--- src/rtl/kfps2kb_keycode_fifo.sv ---
// Takes keycodes from the PS/2 keyboard controller, acknowledges each one and queues it in a
// first-word-fall-through FIFO that the host drains with a valid/ready handshake.
module kfps2kb_keycode_fifo #(
  parameter int unsigned FIFO_DEPTH_LOG2 = 4,
  parameter logic        DROP_ERROR_CODE = 1'b0
) (
  input  logic                     clock,
  input  logic                     reset_n,
  input  logic                     kb_irq,
  input  logic [7:0]               kb_keycode,
  output logic                     kb_clear_keycode,
  output logic                     out_valid,
  output logic [7:0]               out_data,
  input  logic                     out_ready,
  output logic [FIFO_DEPTH_LOG2:0] count,
  output logic                     overflow,
  input  logic                     clear_overflow
);

  localparam int unsigned PW    = FIFO_DEPTH_LOG2;
  localparam int unsigned CW    = FIFO_DEPTH_LOG2 + 1;
  localparam int unsigned DEPTH = 2 ** FIFO_DEPTH_LOG2;

  typedef enum logic [1:0] {
    S_IDLE = 2'd0,
    S_ACK  = 2'd1,
    S_WAIT = 2'd2
  } state_t;

  state_t          state_q;
  state_t          state_d;
  logic            clear_d;
  logic            capture;

  logic [7:0]      mem [DEPTH];
  logic [PW-1:0]   rd_ptr;
  logic [PW-1:0]   wr_ptr;
  logic [CW-1:0]   count_d;
  logic [7:0]      out_data_d;
  logic            is_err;
  logic            full;
  logic            pop;
  logic            push;
  logic            drop;

  // Capture FSM: one keycode per kb_irq assertion, WAIT blocks re-capture of a stale code
  always_comb begin
    state_d = state_q;
    clear_d = 1'b0;
    capture = 1'b0;
    case (state_q)
      S_IDLE: begin
        if (kb_irq) begin
          capture = 1'b1;
          clear_d = 1'b1;
          state_d = S_ACK;
        end
      end
      S_ACK:   state_d = S_WAIT;
      S_WAIT:  if (!kb_irq) state_d = S_IDLE;
      default: state_d = S_IDLE;
    endcase
  end

  always_ff @(posedge clock) begin
    if (!reset_n) begin
      state_q          <= S_IDLE;
      kb_clear_keycode <= 1'b0;
    end else begin
      state_q          <= state_d;
      kb_clear_keycode <= clear_d;
    end
  end

  // Push/pop decisions; a full FIFO still accepts a push when the host pops in the same cycle
  always_comb begin
    is_err = DROP_ERROR_CODE && (kb_keycode == 8'hFF);
    full   = (count == CW'(DEPTH));
    pop    = out_valid && out_ready;
    push   = capture && !is_err && (!full || pop);
    drop   = capture && !is_err && full && !pop;
  end

  always_comb begin
    count_d = count;
    case ({push, pop})
      2'b10:   count_d = count + CW'(1);
      2'b01:   count_d = count - CW'(1);
      default: count_d = count;
    endcase
  end

  // Next head word: the pushed byte when it becomes the head, else the entry behind the popped one
  always_comb begin
    out_data_d = out_data;
    if (push && ((count == CW'(0)) || (pop && (count == CW'(1))))) begin
      out_data_d = kb_keycode;
    end else if (pop && (count > CW'(1))) begin
      out_data_d = mem[rd_ptr + PW'(1)];
    end
  end

  always_ff @(posedge clock) begin
    if (reset_n && push) begin
      mem[wr_ptr] <= kb_keycode;
    end
  end

  always_ff @(posedge clock) begin
    if (!reset_n) begin
      rd_ptr    <= '0;
      wr_ptr    <= '0;
      count     <= '0;
      out_valid <= 1'b0;
      out_data  <= 8'h00;
      overflow  <= 1'b0;
    end else begin
      if (push) wr_ptr <= wr_ptr + PW'(1);
      if (pop)  rd_ptr <= rd_ptr + PW'(1);
      count     <= count_d;
      out_valid <= (count_d != CW'(0));
      out_data  <= out_data_d;
      if (drop) begin
        overflow <= 1'b1;
      end else if (clear_overflow) begin
        overflow <= 1'b0;
      end
    end
  end

endmodule

--- config.mk ---
export PLATFORM = sky130hd
export DESIGN_NAME = kfps2kb_keycode_fifo
export DESIGN_NICKNAME = d
export VERILOG_FILES = /design/src/rtl/kfps2kb_keycode_fifo.sv
export SDC_FILE = /design/constraint.sdc
export NUM_CORES = 1
export LEC_CHECK = 0
export ABC_AREA = 1
export CAP_MARGIN = 20
export CORE_ASPECT_RATIO = 0.7
export CORE_MARGIN = 3
export CORE_UTILIZATION = 35
export DETAILED_ROUTE_END_ITERATION = 8
export PLACE_DENSITY = 0.49
export SETUP_SLACK_MARGIN = 0.15
export SYNTH_ARGS = -nofsm -noshare
export SYNTH_HDL_FRONTEND = slang
export SYNTH_SLANG_ARGS = --single-unit
--- constraint.sdc ---
create_clock -name clock -period 2.25 [get_ports clock]
set_input_delay 0.3375 -clock clock [delete_from_list [all_inputs] [get_ports clock]]
set_output_delay 0.3375 -clock clock [all_outputs]
set_load 0.005 [all_outputs]
==> flow_metrics.py, run 1 <==
metrics = {
    "detailed_routing": {
        "ant_nets": 0,
        "via_per_inst": 4.881,
        "routed_wl_um": 20050,
        "dr.pass1.iters": 6,
        "dr.first_iter.drc_count": 669,
        "vias": 5262,
        "drc": 0,
        "avgRoutedWirePerCell_um": 18.60,
    },
    "setup_path": {
        "critPathRequiredTime_ns": 2.62,
        "critPathArrivalTime_ns": 2.38,
        "critical_path_class": "flop to flop",
        "start_kind": "flop",
        "critPathCaptureType": "flop",
        "crit_path_max_fanout": 5,
    },
    "grt": {
        "grt_pass1_vias": 5052,
        "grt_overflow": 0,
        "grt_max_degree": 33,
        "grt_pass1_wl_um": 29950,
        "antenna_found_initial": 0,
        "grt_usage_pct": 19.19,
    },
    "cts": {
        "clk_pin_slew_ns": 0.07,
        "cts_buffers": 17,
        "h-tree-depth": 4,
        "clock_path_buffers": 2,
        "holdBufCountCts": 0,
        "clock_sinks": 154,
        "clockRootBuffer": "clkbuf_16",
        "clk_latency_ns": 0.43,
        "cts_tree": "built",
    },
    "synthesis": {
        "postSynthAreaPerCell_um2": 9.550,
        "synth_top_area_share_pct": 55.13,
        "synth_commonest_cells": "244 x nand2_1, 128 x edfxtp_1, 110 x nand3_1, 96 x inv_1, 26 x dfxtp_1",
        "synth_top_cell_by_area": "edfxtp_1",
        "synth.most_common_cell": "nand2_1",
        "synth-seq-cells": 154,
        "syn_inst": 730,
        "synthTopCellsByArea": "edfxtp_1 55%, nand2_1 13%, nand3_1 7.9%, dfxtp_1 7.5%, inv_1 5.2%",
        "syn-cell-area_um2": 6972,
        "synth-main-ff-cell": "edfxtp_1",
        "async_flop_share_pct": 0,
        "ys_types": 34,
        "ys_warn_count": 0,
        "synth_nets": 754,
        "synth-edff-count": 128,
        "seq_area_frac_synth_pct": 62.60,
    },
    "power_and_ir_drop": {
        "peakVddDrop_v": 0.0003996,
        "p_per_area_nw_per_um2": 1082,
        "p_leak_nw": 3.547,
    },
    "floorplan": {
        "rows": 42,
        "die_h_um": 124.1,
        "coreArea_um2": 19230,
        "dieArea_um2": 21680,
        "initial_utilization_pct": 36.25,
        "dieWidth_um": 174.7,
        "ios": 29,
    },
    "finish": {
        "layout-area-overhead-vs-synth_pct": 21.37,
        "final_area_um2": 8462,
        "drive_above_1_share_pct": 13.39,
        "n_antenna_cell": 0,
        "fin_nets": 825,
        "stdcell_count": 1078,
    },
    "sta": {
        "setup_tns_ns": 0,
        "fin_crit_ns": 2.008,
        "hold_viol": 0,
        "worstMarginPinSlew_ns": 0.5090,
        "drv_slew": 0,
        "max_freq_mhz": 497.9,
        "hold_ws_ns": 0.4854,
        "fin_skew_ns": 0.008320,
        "fin_crit_sh_pct": 89.26,
        "finalSetupViolations": 0,
        "rsz0062_at_grt": "false",
        "fin_ws_ns": 0.2417,
        "relSlewSlack_pct": 66.07,
    },
    "run_status": {
        "status": "finished, final reports clean",
    },
    "placed_design": {
        "gp_congestion": 0.9367,
        "numPortBuffers": 28,
        "dpl_worst_slack_ns": -0.1433,
        "dpl-instance-area_um2": 7845,
        "dp.cells": 1044,
        "dp_hpwl_um": 14100,
    },
    "run": {
        "maxCapViolations": 0,
    },
    "hold_path": {
        "min_path_type": "flop to flop",
    },
}
critical path, cell delays in order (launching register included):
cell     delay (ns)
dfxtp_1        0.31
inv_1          0.09
ha_2           0.22
nand4_2        0.18
nand2_4        0.15
ha_1           0.28
nand3_1        0.16
nand3_1        0.09
o21ai_0        0.07
or2_2          0.29
nand4_1        0.09
kinds of logic after synthesis:
group | after synthesis | synth area share [%]
AND/OR/NAND/NOR | 396 | 24.50
flip-flops | 154 | 62.60
buffers and inverters | 134 | 7.681
AO/OA/AOI/OAI | 32 | 2.549
adder cells (fa/ha/maj) | 11 | 1.974
XOR/XNOR | 3 | 0.7000
report_power, final:
part	internal, W	switching [W]
clock	0.00164	0.00119
combinational	0.00105	0.00191
sequential	0.00325	0.000104
total	0.00594	0.00321
metal layers:
metal / GRT usage (%) / vias to the layer above / wire (um)
li1: - / 2516 / -
met1: 30.32 / 2523 / 10350
met2: 25.93 / 200 / 7834
met3: 4.692 / 23 / 1607
met4: 4.781 / 0 / 253
met5: 0 / - / 0
stage by stage:
step                util, %  total power, W
CTS                   43.79        0.009111
global placement      40.79        0.006272
global route          44.00        0.009636
detailed placement    40.79        0.006279
floorplan                 -        0.005101
finish                44.00        0.009152
cell usage in the layout, fill, tap and decap left out, drive strengths merged:
master / instances
edfxtp: 128
nand4: 5
nand3: 113
clkdlybuf4s50: 28
xnor2: 1
nor3: 2
clkinvlp: 5
nand2: 247
o22ai: 1
bufinv: 2
or2: 3
o21ai: 11
buf: 51
inv: 102
a21oi: 17
a31oi: 2
dfxtp: 26
clkbuf: 19
ha: 11
xor2: 2
nor2: 26
o211ai: 1
clkinv: 11
final timing paths:
check	start	to	slack, ns	cells after the start
setup / recovery	count[1]	out_valid	0.24	10
hold / removal	state_q[1]	state_q[1]	0.49	1
setup reg to reg	count[1]	out_valid	0.24	10
hold reg to reg	state_q[1]	state_q[1]	0.49	1
flip-flops by register name, summed over array words and instances (netlist names):
| register | cells |
|---|---|
| kb_clear_keycode | 1 |
| state_q | 2 |
| overflow | 1 |
| count | 5 |
| out_data | 8 |
| rd_ptr | 4 |
| out_valid | 1 |
| mem | 128 |
| wr_ptr | 4 |
area by class of cell:
cell class                 instances  area [um^2]
tap                              264        330.3
timing repair buffer              79        688.2
clock buffer                      19        432.9
clock inverter                    13        145.1
multi-input combinational        442         2096
inverter                         107        404.1
fill                            1875        10770
sequential                       154         4365
what timing repair did:
item	4_1_cts	5_1_grt
endpoints found under the setup margin	0	115
gates resized for setup	0	7
setup buffers	0	2
(Power assumes the default switching activity.)
==> run 2, diff against run 1 <==
Settings changed: ABC_AREA 1 to not set, ABC_CLOCK_PERIOD_IN_PS set to 2250.
==> run 2 against run 1 <==
  * Worst hold slack got worse by 0.013 ns
  * Sequential share of layout area rose by 1.6 points
  * Clock-buffer cell count fell by 2
  * Critical endpoint unchanged
  * Final area fell by 3.0%
  * Worst setup slack got worse by 0.12 ns
==> flow_metrics.py, run 2 <==
metrics = {
    "run_status": {
        "status": "finished, final reports clean",
    },
    "grt": {
        "grt_pass1_vias": 4091,
        "grt_overflow": 0,
        "grt_pass1_wl_um": 24840,
        "antenna_found_initial": 0,
        "grt_max_degree": 31,
        "grt_usage_pct": 16.47,
    },
    "cts": {
        "clk_pin_slew_ns": 0.07,
        "clock_path_buffers": 2,
        "cts_tree": "built",
        "h-tree-depth": 4,
        "clock_sinks": 154,
        "cts_buffers": 17,
        "clk_latency_ns": 0.42,
        "clockRootBuffer": "clkbuf_16",
    },
    "sta": {
        "rsz0062_at_grt": "true",
        "fin_crit_ns": 2.124,
        "hold_viol": 0,
        "relSlewSlack_pct": 70.23,
        "drv_slew": 0,
        "setup_tns_ns": 0,
        "worstMarginPinSlew_ns": 0.4460,
        "finalSetupViolations": 0,
        "fin_skew_ns": 0.01309,
        "fin_crit_sh_pct": 94.38,
        "hold_ws_ns": 0.4726,
        "max_freq_mhz": 470.9,
    },
    "finish": {
        "top_register": "mem",
        "stdcell_count": 786,
        "n_antenna_cell": 0,
        "layout-area-overhead-vs-synth_pct": 24.56,
        "fin_nets": 562,
        "largest_register_ffs": 128,
        "final_cell_mix": "128 x edfxtp_1, 65 x mux2i_1, 51 x buf_4",
        "final_common_cell": "edfxtp_1",
        "drive_above_1_share_pct": 24.91,
        "final_core_utilization_pct": 44.96,
        "top_regs": "mem: 128 flops, out_data: 8 flops, count: 5 flops",
        "n_fill_cell": 1637,
    },
    "synthesis": {
        "ys_warn_count": 0,
        "seq_area_frac_synth_pct": 66.21,
        "synth.most_common_cell": "edfxtp_1",
        "syn_inst": 457,
        "synth_commonest_cells": "128 x edfxtp_1, 65 x mux2i_1, 34 x nand2_1, 29 x a22oi_1, 26 x dfxtp_1",
        "async_flop_share_pct": 0,
        "syn-cell-area_um2": 6591,
        "synth_top_cell_by_area": "edfxtp_1",
        "postSynthAreaPerCell_um2": 14.42,
        "synthTopCellsByArea": "edfxtp_1 58%, mux2i_1 9.9%, dfxtp_1 7.9%, a22oi_1 3.3%, ha_1 2.1%",
        "synth-main-ff-cell": "edfxtp_1",
        "synth-seq-cells": 154,
        "synth_top_area_share_pct": 58.31,
        "ys_types": 49,
        "synth-edff-count": 128,
        "synth_nets": 481,
    },
    "setup_path": {
        "critical_path_class": "flop to flop",
        "critPathArrivalTime_ns": 2.42,
        "critPathRequiredTime_ns": 2.55,
        "crit_path_max_fanout": 4,
        "rr_endpoint": "out_valid",
        "rr_worst_depth": 9,
        "critPathCaptureType": "flop",
        "rr_startpoint": "state_q[0]",
        "start_kind": "flop",
        "r2r_setup_slack_ns": 0.13,
    },
    "power_and_ir_drop": {
        "p_per_area_nw_per_um2": 804.7,
        "p_int_w": 0.004930,
        "seq_power_share_pct": 47.9,
        "p_sw_w": 0.001677,
        "p_leak_nw": 2.702,
        "clkPwrFrac_pct": 40.0,
        "comb_power_share_pct": 12.1,
        "peakVddDrop_v": 0.0003763,
        "sw_frac_of_total_pct": 25.39,
    },
    "detailed_routing": {
        "vias": 4045,
        "ant_nets": 0,
        "avgRoutedWirePerCell_um": 20.63,
        "dr.first_iter.drc_count": 309,
        "routed_wl_um": 16220,
        "via_per_inst": 5.146,
        "drc": 0,
        "dr.pass1.iters": 6,
    },
    "floorplan": {
        "dieWidth_um": 170.0,
        "rows": 41,
        "dieArea_um2": 20540,
        "coreArea_um2": 18260,
        "initial_utilization_pct": 36.09,
        "ios": 29,
        "die_h_um": 120.8,
    },
    "placed_design": {
        "dp.cells": 752,
        "gp_congestion": 0.8654,
        "dp_hpwl_um": 10780,
        "numPortBuffers": 28,
    },
    "hold_path": {
        "worstHoldPathCells": 2,
        "hold_start": "out_data[4]",
        "min_to": "out_data[4]",
        "min_path_type": "flop to flop",
    },
    "run": {
        "maxCapViolations": 0,
    },
}
run 2: changes by cell type after synthesis, moves of 7 or more:
cell      previous run  this run
nor2_1              24        17
nand2_1            244        34
inv_1               96        10
mux2_2               0         8
a22oi_1              0        29
mux2i_1              0        65
nand3_1            110         1
clkinv_1             8         0
o31ai_2              0         8
and2_1               0        13
run 2: cell type report:
class                      count  area (um^2)  area share [%]
tap                          236        295.3           3.596
timing repair buffer          86        784.5           9.555
inverter                      10        40.04          0.4877
multi-input combinational    269         2180           26.55
clock inverter                14        115.1           1.402
sequential                   154         4370           53.23
clock buffer                  17        425.4           5.181
run 2: routing by layer:
layer	vias up	GRT usage (%)	part of all wire, %
met4	0	4.610	1.4
li1	1907	-	-
met1	2040	24.23	49
met2	81	25.32	46
met5	-	0	0
met3	17	2.712	3.5
run 2: power groups by stage:
| stage | registers [W] | logic, W | clock network, W |
|---|---|---|---|
| 2_1_floorplan | 0.00322 | 0.000438 | 0 |
| 3_3_place_gp | 0.00323 | 0.000762 | 0 |
| 3_5_place_dp | 0.00323 | 0.000769 | 0 |
| 4_1_cts | 0.00317 | 0.000794 | 0.00269 |
| 5_1_grt | 0.00317 | 0.000864 | 0.00281 |
| 6_report | 0.00317 | 0.000796 | 0.00264 |
run 2: timing repair:
item,in CTS,in global routing
buffers inserted,3,0
endpoints found under the setup margin,4,10
pin swaps,7,6
hold buffers,0,0
resized for setup,10,9
run 2: kinds of logic (layout without fill, tap and decap cells):
logic type	Yosys count	count (layout)	synth area share (%)
buf+inv	34	127	2.525
xor+xnor	8	8	1.063
fa+ha+maj	11	11	2.088
simple gates	90	90	6.948
mux	73	73	11.24
flops	154	154	66.21
compound gates	87	87	9.928
run 2: per-stage QoR:
stage	area, um^2	setup slack [ns]	total power [W]
final	8210	0.1265	0.006607
after global routing	8210	0.02239	0.006849
after CTS	8179	0.1481	0.006654
after detailed placement	7581	-0.4506	0.003998
after global placement	7581	-0.3557	0.003990
after floorplan	6663	0.1332	0.003659
run 2: how the worst max path moves through the flow:
stage,cells past startpoint,end,startpoint,slack (ns)
after global placement,10,out_valid,kb_irq,-0.36
after detailed placement,10,out_valid,kb_irq,-0.45
after global routing,10,count[2],state_q[0],0.02
after CTS,9,out_valid,state_q[1],0.15
final,9,out_valid,state_q[0],0.13
after floorplan,9,out_valid,state_q[0],0.13
run 2: worst max-delay path, stage by stage (launching register included):
cell	delay [ns]
dfxtp_2	0.32
or3b_4	0.41
a41oi_4	0.22
inv_2	0.07
ha_4	0.28
inv_4	0.06
o221ai_2	0.09
a21oi_2	0.15
o211ai_1	0.12
o31a_1	0.29
==> run 3, diff against run 2 <==
Settings changed: CELL_PAD_IN_SITES_DETAIL_PLACEMENT set to 1, CELL_PAD_IN_SITES_GLOBAL_PLACEMENT set to 1, PLACE_DENSITY 0.49 to 0.56.
==> run 3 against run 2 <==
  * Core utilization increased by 0.52 points
  * Non-clock buffer count increased by 4
  * Clock-buffer cell count increased by 1
  * Final cell count increased by 0.64%
  * Die area unchanged
  * Clock power increased by 10%
  * Critical path type unchanged
  * Critical endpoint unchanged
  * Largest cell class unchanged
==> flow_metrics.py, run 3 (synthesis results as in run 2) <==
metrics = {
    "run_status": {
        "status": "finished, final reports clean",
    },
    "floorplan": {
        "coreArea_um2": 18260,
        "rows": 41,
        "die_h_um": 120.8,
        "dieWidth_um": 170.0,
        "initial_utilization_pct": 36.09,
        "ios": 29,
        "dieArea_um2": 20540,
    },
    "cts": {
        "clk_latency_ns": 0.42,
        "clock_sinks": 154,
        "clockRootBuffer": "clkbuf_16",
        "holdBufCountCts": 0,
        "cts_buffers": 17,
        "clk_pin_slew_ns": 0.06,
        "clock_path_buffers": 2,
        "h-tree-depth": 4,
        "cts_tree": "built",
    },
    "hold_path": {
        "min_to": "out_data[2]",
        "hold_start": "out_data[2]",
        "worstHoldPathCells": 2,
        "min_path_type": "flop to flop",
    },
    "setup_path": {
        "rr_startpoint": "state_q[1]",
        "rr_endpoint": "out_valid",
        "crit_path_max_fanout": 5,
        "rr_worst_depth": 9,
        "critPathArrivalTime_ns": 2.43,
        "critical_path_class": "flop to flop",
        "start_kind": "flop",
        "critPathCaptureType": "flop",
        "r2r_setup_slack_ns": 0.13,
        "critPathRequiredTime_ns": 2.56,
    },
    "finish": {
        "final_area_um2": 8305,
        "largest_register_ffs": 128,
        "layout-area-overhead-vs-synth_pct": 26.01,
        "top_regs": "mem: 128 flops, out_data: 8 flops, count: 5 flops",
        "final_common_cell": "edfxtp_1",
        "fin_nets": 566,
        "final_cell_mix": "128 x edfxtp_1, 65 x mux2i_1, 56 x buf_4",
        "drive_above_1_share_pct": 25.41,
        "n_antenna_cell": 0,
        "top_register": "mem",
    },
    "sta": {
        "fin_crit_ns": 2.122,
        "fin_skew_ns": 0.008595,
        "fin_crit_sh_pct": 94.31,
        "max_freq_mhz": 471.3,
        "rsz0062_at_grt": "true",
        "finalSetupViolations": 0,
        "drv_slew": 0,
        "worstMarginPinSlew_ns": 0.4115,
        "relSlewSlack_pct": 72.57,
        "hold_viol": 0,
        "fin_ws_ns": 0.1281,
        "hold_ws_ns": 0.4646,
    },
    "power_and_ir_drop": {
        "p_per_area_nw_per_um2": 826.7,
        "p_int_w": 0.005245,
        "p_leak_nw": 2.749,
        "comb_power_share_pct": 11.5,
        "sw_frac_of_total_pct": 23.62,
        "peakVddDrop_v": 0.0004438,
        "clkPwrFrac_pct": 42.4,
        "p_sw_w": 0.001622,
        "seq_power_share_pct": 46.1,
    },
    "detailed_routing": {
        "via_per_inst": 5.192,
        "vias": 4107,
        "routed_wl_um": 17330,
        "ant_nets": 0,
        "dr.first_iter.drc_count": 368,
        "avgRoutedWirePerCell_um": 21.91,
        "dr.pass1.iters": 4,
        "drc": 0,
    },
    "placed_design": {
        "dpl-instance-area_um2": 7624,
        "dpl_worst_slack_ns": -0.4164,
        "gp_congestion": 0.8671,
        "numPortBuffers": 28,
        "dp_hpwl_um": 11600,
    },
    "run": {
        "maxCapViolations": 0,
    },
    "grt": {
        "antenna_found_initial": 0,
        "grt_pass1_wl_um": 25970,
        "grt_usage_pct": 17.41,
        "grt_overflow": 0,
        "grt_pass1_vias": 4236,
        "grt_max_degree": 44,
    },
}
run 3: worst max path at each step:
stage / depth (start not counted) / from / endpoint
2_1_floorplan: 9 / state_q[0] / out_valid
3_3_place_gp: 10 / kb_irq / out_valid
5_1_grt: 9 / state_q[0] / out_valid
4_1_cts: 9 / state_q[0] / out_valid
3_5_place_dp: 10 / kb_irq / out_valid
6_report: 9 / state_q[1] / out_valid
run 3: per-layer routing:
layer	up-vias	track usage [%]	part of all wire [%]
met5	-	0	0
met4	0	4.103	0.88
met3	15	3.497	6.4
met2	86	26.24	44
met1	2098	25.90	49
li1	1908	-	-
run 3: final cells by class:
| cell class | count | area (um^2) |
|---|---|---|
| multi-input combinational | 269 | 2178 |
| tap | 236 | 295.3 |
| fill | 1804 | 9957 |
| clock buffer | 18 | 429.2 |
| timing repair buffer | 90 | 819.5 |
| sequential | 154 | 4373 |
| clock inverter | 14 | 172.7 |
| inverter | 10 | 37.54 |
run 3: critical path, cell delays in order (launching register included):
cell and delay, ns:
dfxtp_2 0.32, or3b_4 0.41, a41oi_4 0.21, inv_2 0.07, ha_4 0.24, inv_2 0.06, buf_4 0.11, o21ai_0 0.08
o22a_1 0.24, o31a_1 0.28
run 3: power by group through the flow:
stage          logic, W  clock network (W)  registers [W]
3_5_place_dp   0.000772                  0        0.00323
5_1_grt        0.000858            0.00309        0.00317
2_1_floorplan  0.000438                  0        0.00322
4_1_cts        0.000797            0.00296        0.00316
3_3_place_gp   0.000758                  0        0.00322
6_report       0.000793            0.00291        0.00317
run 3: per-stage QoR:
step / util [%] / total power (W) / std cells / TNS [ns]
after floorplan: - / 0.003659 / 457 / 0
after global placement: 41.74 / 0.003983 / 756 / -9.015
after detailed placement: 41.74 / 0.003999 / 756 / -18.79
after CTS: 45.40 / 0.006924 / 791 / 0
after global routing: 45.48 / 0.007119 / 791 / 0
final: 45.48 / 0.006866 / 791 / 0
run 3: repair_timing:
item,4_1_cts,5_1_grt
gates resized for setup,13,4
buffers inserted,3,0
pin swaps,7,1
setup endpoints to repair,4,9
